**config.mk**
```make
export PLATFORM = sky130hd
export DESIGN_NAME = div_unit
export DESIGN_NICKNAME = d
export VERILOG_FILES = /design/src/rtl/div_unit.sv
export SDC_FILE = /design/constraint.sdc
export NUM_CORES = 1
export LEC_CHECK = 0
export ABC_AREA = 1
export CAP_MARGIN = 20
export CORE_MARGIN = 3
export CORE_UTILIZATION = 54
export CTS_CLUSTER_DIAMETER = 120
export DETAILED_ROUTE_END_ITERATION = 16
export HOLD_SLACK_MARGIN = 0.02
export PLACE_DENSITY = 0.78
export SETUP_SLACK_MARGIN = 0.05
export SYNTH_ARGS = -nofsm -noshare
export SYNTH_HDL_FRONTEND = slang
export SYNTH_SLANG_ARGS = --single-unit
export TNS_END_PERCENT = 5
```
**constraint.sdc**
```tcl
create_clock -name clk -period 4.4 [get_ports clk]
set_clock_uncertainty 0.15 [all_clocks]
set_input_delay 0.88 -clock clk [delete_from_list [all_inputs] [get_ports clk]]
set_output_delay 0.88 -clock clk [all_outputs]
set_load 0.03 [all_outputs]
```
**src/rtl/div_unit.sv**
```systemverilog
// div_unit: multi-cycle RV32M divide/remainder unit (DIV, DIVU, REM, REMU).
// Restoring radix-2 division, one quotient bit per cycle, MSB first.
// Divide-by-zero and signed overflow bypass the iteration and finish in one cycle.
module div_unit #(
    parameter int XLEN = 32
) (
    input  logic            clk,
    input  logic            rst,
    input  logic            div_start,
    input  logic [2:0]      div_op,
    input  logic [XLEN-1:0] dividend,
    input  logic [XLEN-1:0] divisor,
    input  logic [4:0]      rd_in,
    output logic            div_stall,
    output logic            div_busy,
    output logic            div_done,
    output logic [XLEN-1:0] div_result,
    output logic [4:0]      rd_out
);

    typedef enum logic [1:0] {
        IDLE,
        CALC,
        DONE
    } state_t;

    localparam logic [XLEN-1:0] MIN_NEG  = {1'b1, {(XLEN-1){1'b0}}};
    localparam logic [XLEN-1:0] ALL_ONES = {XLEN{1'b1}};

    state_t          state;
    logic [4:0]      count;
    logic [XLEN-1:0] quo;
    logic [XLEN-1:0] dvsr;
    logic [XLEN-1:0] rem;
    logic            q_neg;
    logic            r_neg;
    logic            op_is_rem;
    logic [4:0]      rd_q;

    logic            accept;
    logic            is_signed;
    logic            div_zero;
    logic            overflow;
    logic [XLEN-1:0] dividend_mag;
    logic [XLEN-1:0] divisor_mag;
    logic [XLEN:0]   trial;
    logic            trial_ok;
    logic [XLEN-1:0] rem_next;
    logic [XLEN-1:0] quo_next;
    logic [XLEN-1:0] q_fix;
    logic [XLEN-1:0] r_fix;
    logic [XLEN-1:0] final_result;

    // Request decode, operand magnitudes and the fast-path conditions seen in IDLE.
    always_comb begin
        accept       = div_start & div_op[2];
        is_signed    = ~div_op[0];
        div_zero     = (divisor == '0);
        overflow     = is_signed && (dividend == MIN_NEG) && (divisor == ALL_ONES);
        dividend_mag = (is_signed && dividend[XLEN-1]) ? (~dividend + 1'b1) : dividend;
        divisor_mag  = (is_signed && divisor[XLEN-1])  ? (~divisor + 1'b1)  : divisor;
        div_stall    = ((state == IDLE) && accept) || (state == CALC);
    end

    // One restoring step plus the sign-corrected result used on the last step.
    always_comb begin
        trial        = {rem, quo[XLEN-1]} - {1'b0, dvsr};
        trial_ok     = ~trial[XLEN];
        rem_next     = trial_ok ? trial[XLEN-1:0] : {rem[XLEN-2:0], quo[XLEN-1]};
        quo_next     = {quo[XLEN-2:0], trial_ok};
        q_fix        = q_neg ? (~quo_next + 1'b1) : quo_next;
        r_fix        = r_neg ? (~rem_next + 1'b1) : rem_next;
        final_result = op_is_rem ? r_fix : q_fix;
    end

    // Control FSM with the datapath registers and registered outputs.
    always_ff @(posedge clk) begin
        if (rst) begin
            state      <= IDLE;
            count      <= '0;
            quo        <= '0;
            dvsr       <= '0;
            rem        <= '0;
            q_neg      <= 1'b0;
            r_neg      <= 1'b0;
            op_is_rem  <= 1'b0;
            rd_q       <= '0;
            div_busy   <= 1'b0;
            div_done   <= 1'b0;
            div_result <= '0;
            rd_out     <= '0;
        end else begin
            case (state)
                IDLE: begin
                    div_done <= 1'b0;
                    if (accept) begin
                        op_is_rem <= div_op[1];
                        rd_q      <= rd_in;
                        q_neg     <= is_signed & (dividend[XLEN-1] ^ divisor[XLEN-1]);
                        r_neg     <= is_signed & dividend[XLEN-1];
                        quo       <= dividend_mag;
                        dvsr      <= divisor_mag;
                        if (div_zero) begin
                            div_result <= div_op[1] ? dividend : ALL_ONES;
                            rd_out     <= rd_in;
                            div_done   <= 1'b1;
                            state      <= DONE;
                        end else if (overflow) begin
                            div_result <= div_op[1] ? '0 : MIN_NEG;
                            rd_out     <= rd_in;
                            div_done   <= 1'b1;
                            state      <= DONE;
                        end else begin
                            rem      <= '0;
                            count    <= '0;
                            div_busy <= 1'b1;
                            state    <= CALC;
                        end
                    end
                end
                CALC: begin
                    rem   <= rem_next;
                    quo   <= quo_next;
                    count <= count + 5'd1;
                    if (count == 5'd31) begin
                        div_result <= final_result;
                        rd_out     <= rd_q;
                        div_busy   <= 1'b0;
                        div_done   <= 1'b1;
                        state      <= DONE;
                    end
                end
                DONE: begin
                    div_done <= 1'b0;
                    state    <= IDLE;
                end
                default: begin
                    state <= IDLE;
                end
            endcase
        end
    end

endmodule

```
==> metrics <==
leakage power 0.00764 uW; layout cells sized above 1 9.40%; Sw Pwr 4490 uW; Ys Warns 0; nets 2583; PortBufs 114; fill count 2370; cell with the most instances after synthesis nand2_1; worst-skew pair later-pin latency 0.45 ns; main combinational cell family by area after synthesis simple AND/OR/NAND/NOR gates; WL per Instance 16.6 um; Max stage delay on crit path 0.37 ns; Area contributors post-synth dfxtp_1 (22%), nand2_1 (20%), inv_1 (8.5%); CP Buf/Inv Count 6; pin count of the biggest net entering global routing 98; Post-synth top cells nand2_1 (741), inv_1 (307), nor2_1 (206); worst-margin pin slew 0.824 ns; CTS max path bufs 2; Top Ports 115; Power Dens Cells 543 nW/um2; Synth cell types 51; Worst VDD drop 512 uV; worst-path cell with the longest stage delay fa_2; grt ovf 0; global-route wire length before repair 73.2 mm; drt total wl 46.5 mm; antenna violations before repair 0; DIE HEIGHT 165 um; starting density of the core 55.4%; status completed; Seq/Total Area, Yosys 22.1%; H-tree levels 4; TritonRoute pass-1 iters 5; Slew HR 45.0%; Final Setup Violations 0; Crit Path Class register to register; number of max-cap violations 0; placer's final routability congestion estimate 0.976; row count 57; Gate Count Post-Synth 2364; Area after DPL 15100 um2; Flop pwr share 20.7%; Register Area 3000 um2; TritonCTS Buffers 17; post-synth top area share 22.1%; post-synth top area cell dfxtp_1; Clock Power Share 17.5%; Worst EP required 4.62 ns; syn_area_per_cell 5.75 um2; ant diodes 0; period utilisation layout 96.4%; Crit path max-delay family simple AND/OR/NAND/NOR gates; Hold WC Path Type register to register; Final Hold Viols 0; total power 8670 uW; Tmin final 4.24 ns; syn nets 2482; Synth Area in Simple Gates 39.5%; Setup crit start kind register; EDFF count, synth 0; Net Sw Frac 51.7%; GRT Total Usage 33.7%; vias in the first global route 14200; die area 27100 um2; CP Capture Type register; Comb pwr share 61.8%; multi-input logic area 9130 um2; clk sinks 150; drt drc 0; fin area 16000 um2; area fraction in compound gates after synthesis 18.6%; Die W 165 um; Synth Cell Area 13600 um2; Top FF cell, synth dfxtp_1; Slew Viols, Final 0; Clock Tree Root clkbuf_16; Placed Cells 2759; Placeable Area 24500 um2; layout overhead on the synthesized area 17.6%; adder-cell share of the synthesized area 4.01%; WP data arrival 4.46 ns; Async SR Flop Fraction 0%; CTS tree built; #FFs+latches synth 150; XOR/XNOR Fraction of Synth Area 3.67%; mux cell area share after synthesis 0%; max frequency 0.236 GHz; final cell count without fillers 2802; Iter 0 DRT Violations 1886; Clock transition at path regs 0.07 ns; Vias/cell 5.68; DRT antenna net count 0; DP HPWL 35.2 mm; Critical Path Most Common Cell nand2_4; crit-path max FO 5; total number of vias 15900; internal power 4190 uW
[logic make-up after synthesis]
logic type / Yosys count
xor gates and xnor gates: 57
DFF: 150
adders and majority gates: 43
AOI/OAI and AO/OA: 458
buffers and inverters: 413
and+or+nand+nor: 1243
[area by class of cell]
type | instances | share of cell area [%]
Clock buffer | 18 | 2.68
Tap cell | 324 | 2.54
Sequential cell | 150 | 18.8
Timing Repair Buffer | 179 | 10.5
Clock inverter | 14 | 0.939
Inverter | 316 | 7.42
Multi-Input combinational cell | 1801 | 57.1
[path summary, 6_finish.rpt]
kind	start	endpoint	slack (ns)	cells past startpoint
hold / removal	rd_q[4]	rd_q[4]	0.31	2
hold reg to reg	rd_q[4]	rd_q[4]	0.31	2
setup / recovery	quo[31]	div_result[28]	0.16	34
setup reg to reg	quo[31]	div_result[28]	0.16	34
[layout by cell type (no fill, tap or decap), types with 5 or more instances in the layout]
cell / Yosys / final
clkdlybuf4s50_1: 0 / 112
nor4_1: 13 / 13
nor2_4: 6 / 7
buf_4: 5 / 63
nand2_4: 8 / 10
nand3_1: 125 / 124
inv_1: 307 / 306
o211ai_1: 16 / 16
clkbuf_16: 0 / 17
a21oi_1: 204 / 201
clkinv_1: 5 / 5
ha_1: 42 / 33
nor2_1: 206 / 203
xor2_1: 39 / 39
nand4_1: 23 / 23
a21oi_2: 13 / 15
nand2_1: 741 / 735
o21ai_0: 154 / 151
inv_2: 4 / 5
ha_4: 0 / 7
dfxtp_1: 150 / 149
o21bai_1: 5 / 5
xnor2_1: 18 / 18
nand3b_1: 8 / 8
nand3_2: 7 / 8
inv_8: 0 / 5
a31oi_1: 14 / 14
o221ai_1: 15 / 15
o21ai_1: 19 / 21
nand2_2: 44 / 48
o31ai_1: 8 / 7
nor2_2: 11 / 13
inv_6: 0 / 5
nor3_1: 34 / 32
[power by group through the flow]
stage	sequential [uW]	clock [uW]	combinational [uW]
floorplan	1860	0	3510
global placement	1810	0	4920
detailed placement	1810	0	5000
CTS	1780	1510	5030
global route	1820	1580	5900
finish	1800	1520	5360
[metrics by stage]
| step | setup TNS [ns] | hold WS [ns] | util (%) | setup slack, ns |
|---|---|---|---|---|
| after floorplan | 0 | 0.279 | - | 0.226 |
| after global placement | 0 | 0.297 | 61.7 | 0.148 |
| after detailed placement | -0.00331 | 0.303 | 61.7 | -0.00331 |
| after CTS | 0 | 0.314 | 64.0 | 0.0903 |
| after global routing | -0.191 | 0.340 | 65.2 | -0.0747 |
| final | 0 | 0.311 | 65.2 | 0.159 |
[timing repair]
| action | in CTS | in global routing |
|---|---|---|
| setup buffers | 0 | 10 |
| pin swaps | 0 | 14 |
| resized for setup | 1 | 36 |
| hold buffers | 0 | 0 |
| setup endpoints to repair | 4 | 15 |
[per-layer routing]
metal / routed length, um / GRT usage, %
met1: 20300 / 46.7
met2: 20900 / 53.8
met3: 3830 / 4.94
met4: 1550 / 11.3
met5: 0 / 0
[sequential cells by signal, summed over array words and instances, names as in the netlist]
signal / count
div_result: 32
dvsr: 32
quo: 32
rem: 32
count: 5
rd_out: 5
rd_q: 5
state: 2
div_busy: 1
div_done: 1
op_is_rem: 1
q_neg: 1
r_neg: 1
[worst reg2reg max path, delay by kind of cell (launching register included)]
family,cells,cell delay [ns]
AOI/OAI and AO/OA,3,0.31
adders and majority gates,3,0.67
buffers and inverters,6,0.46
DFF,1,0.32
and+or+nand+nor,22,2.27
Note: power is estimated with default switching activity, not from simulation.
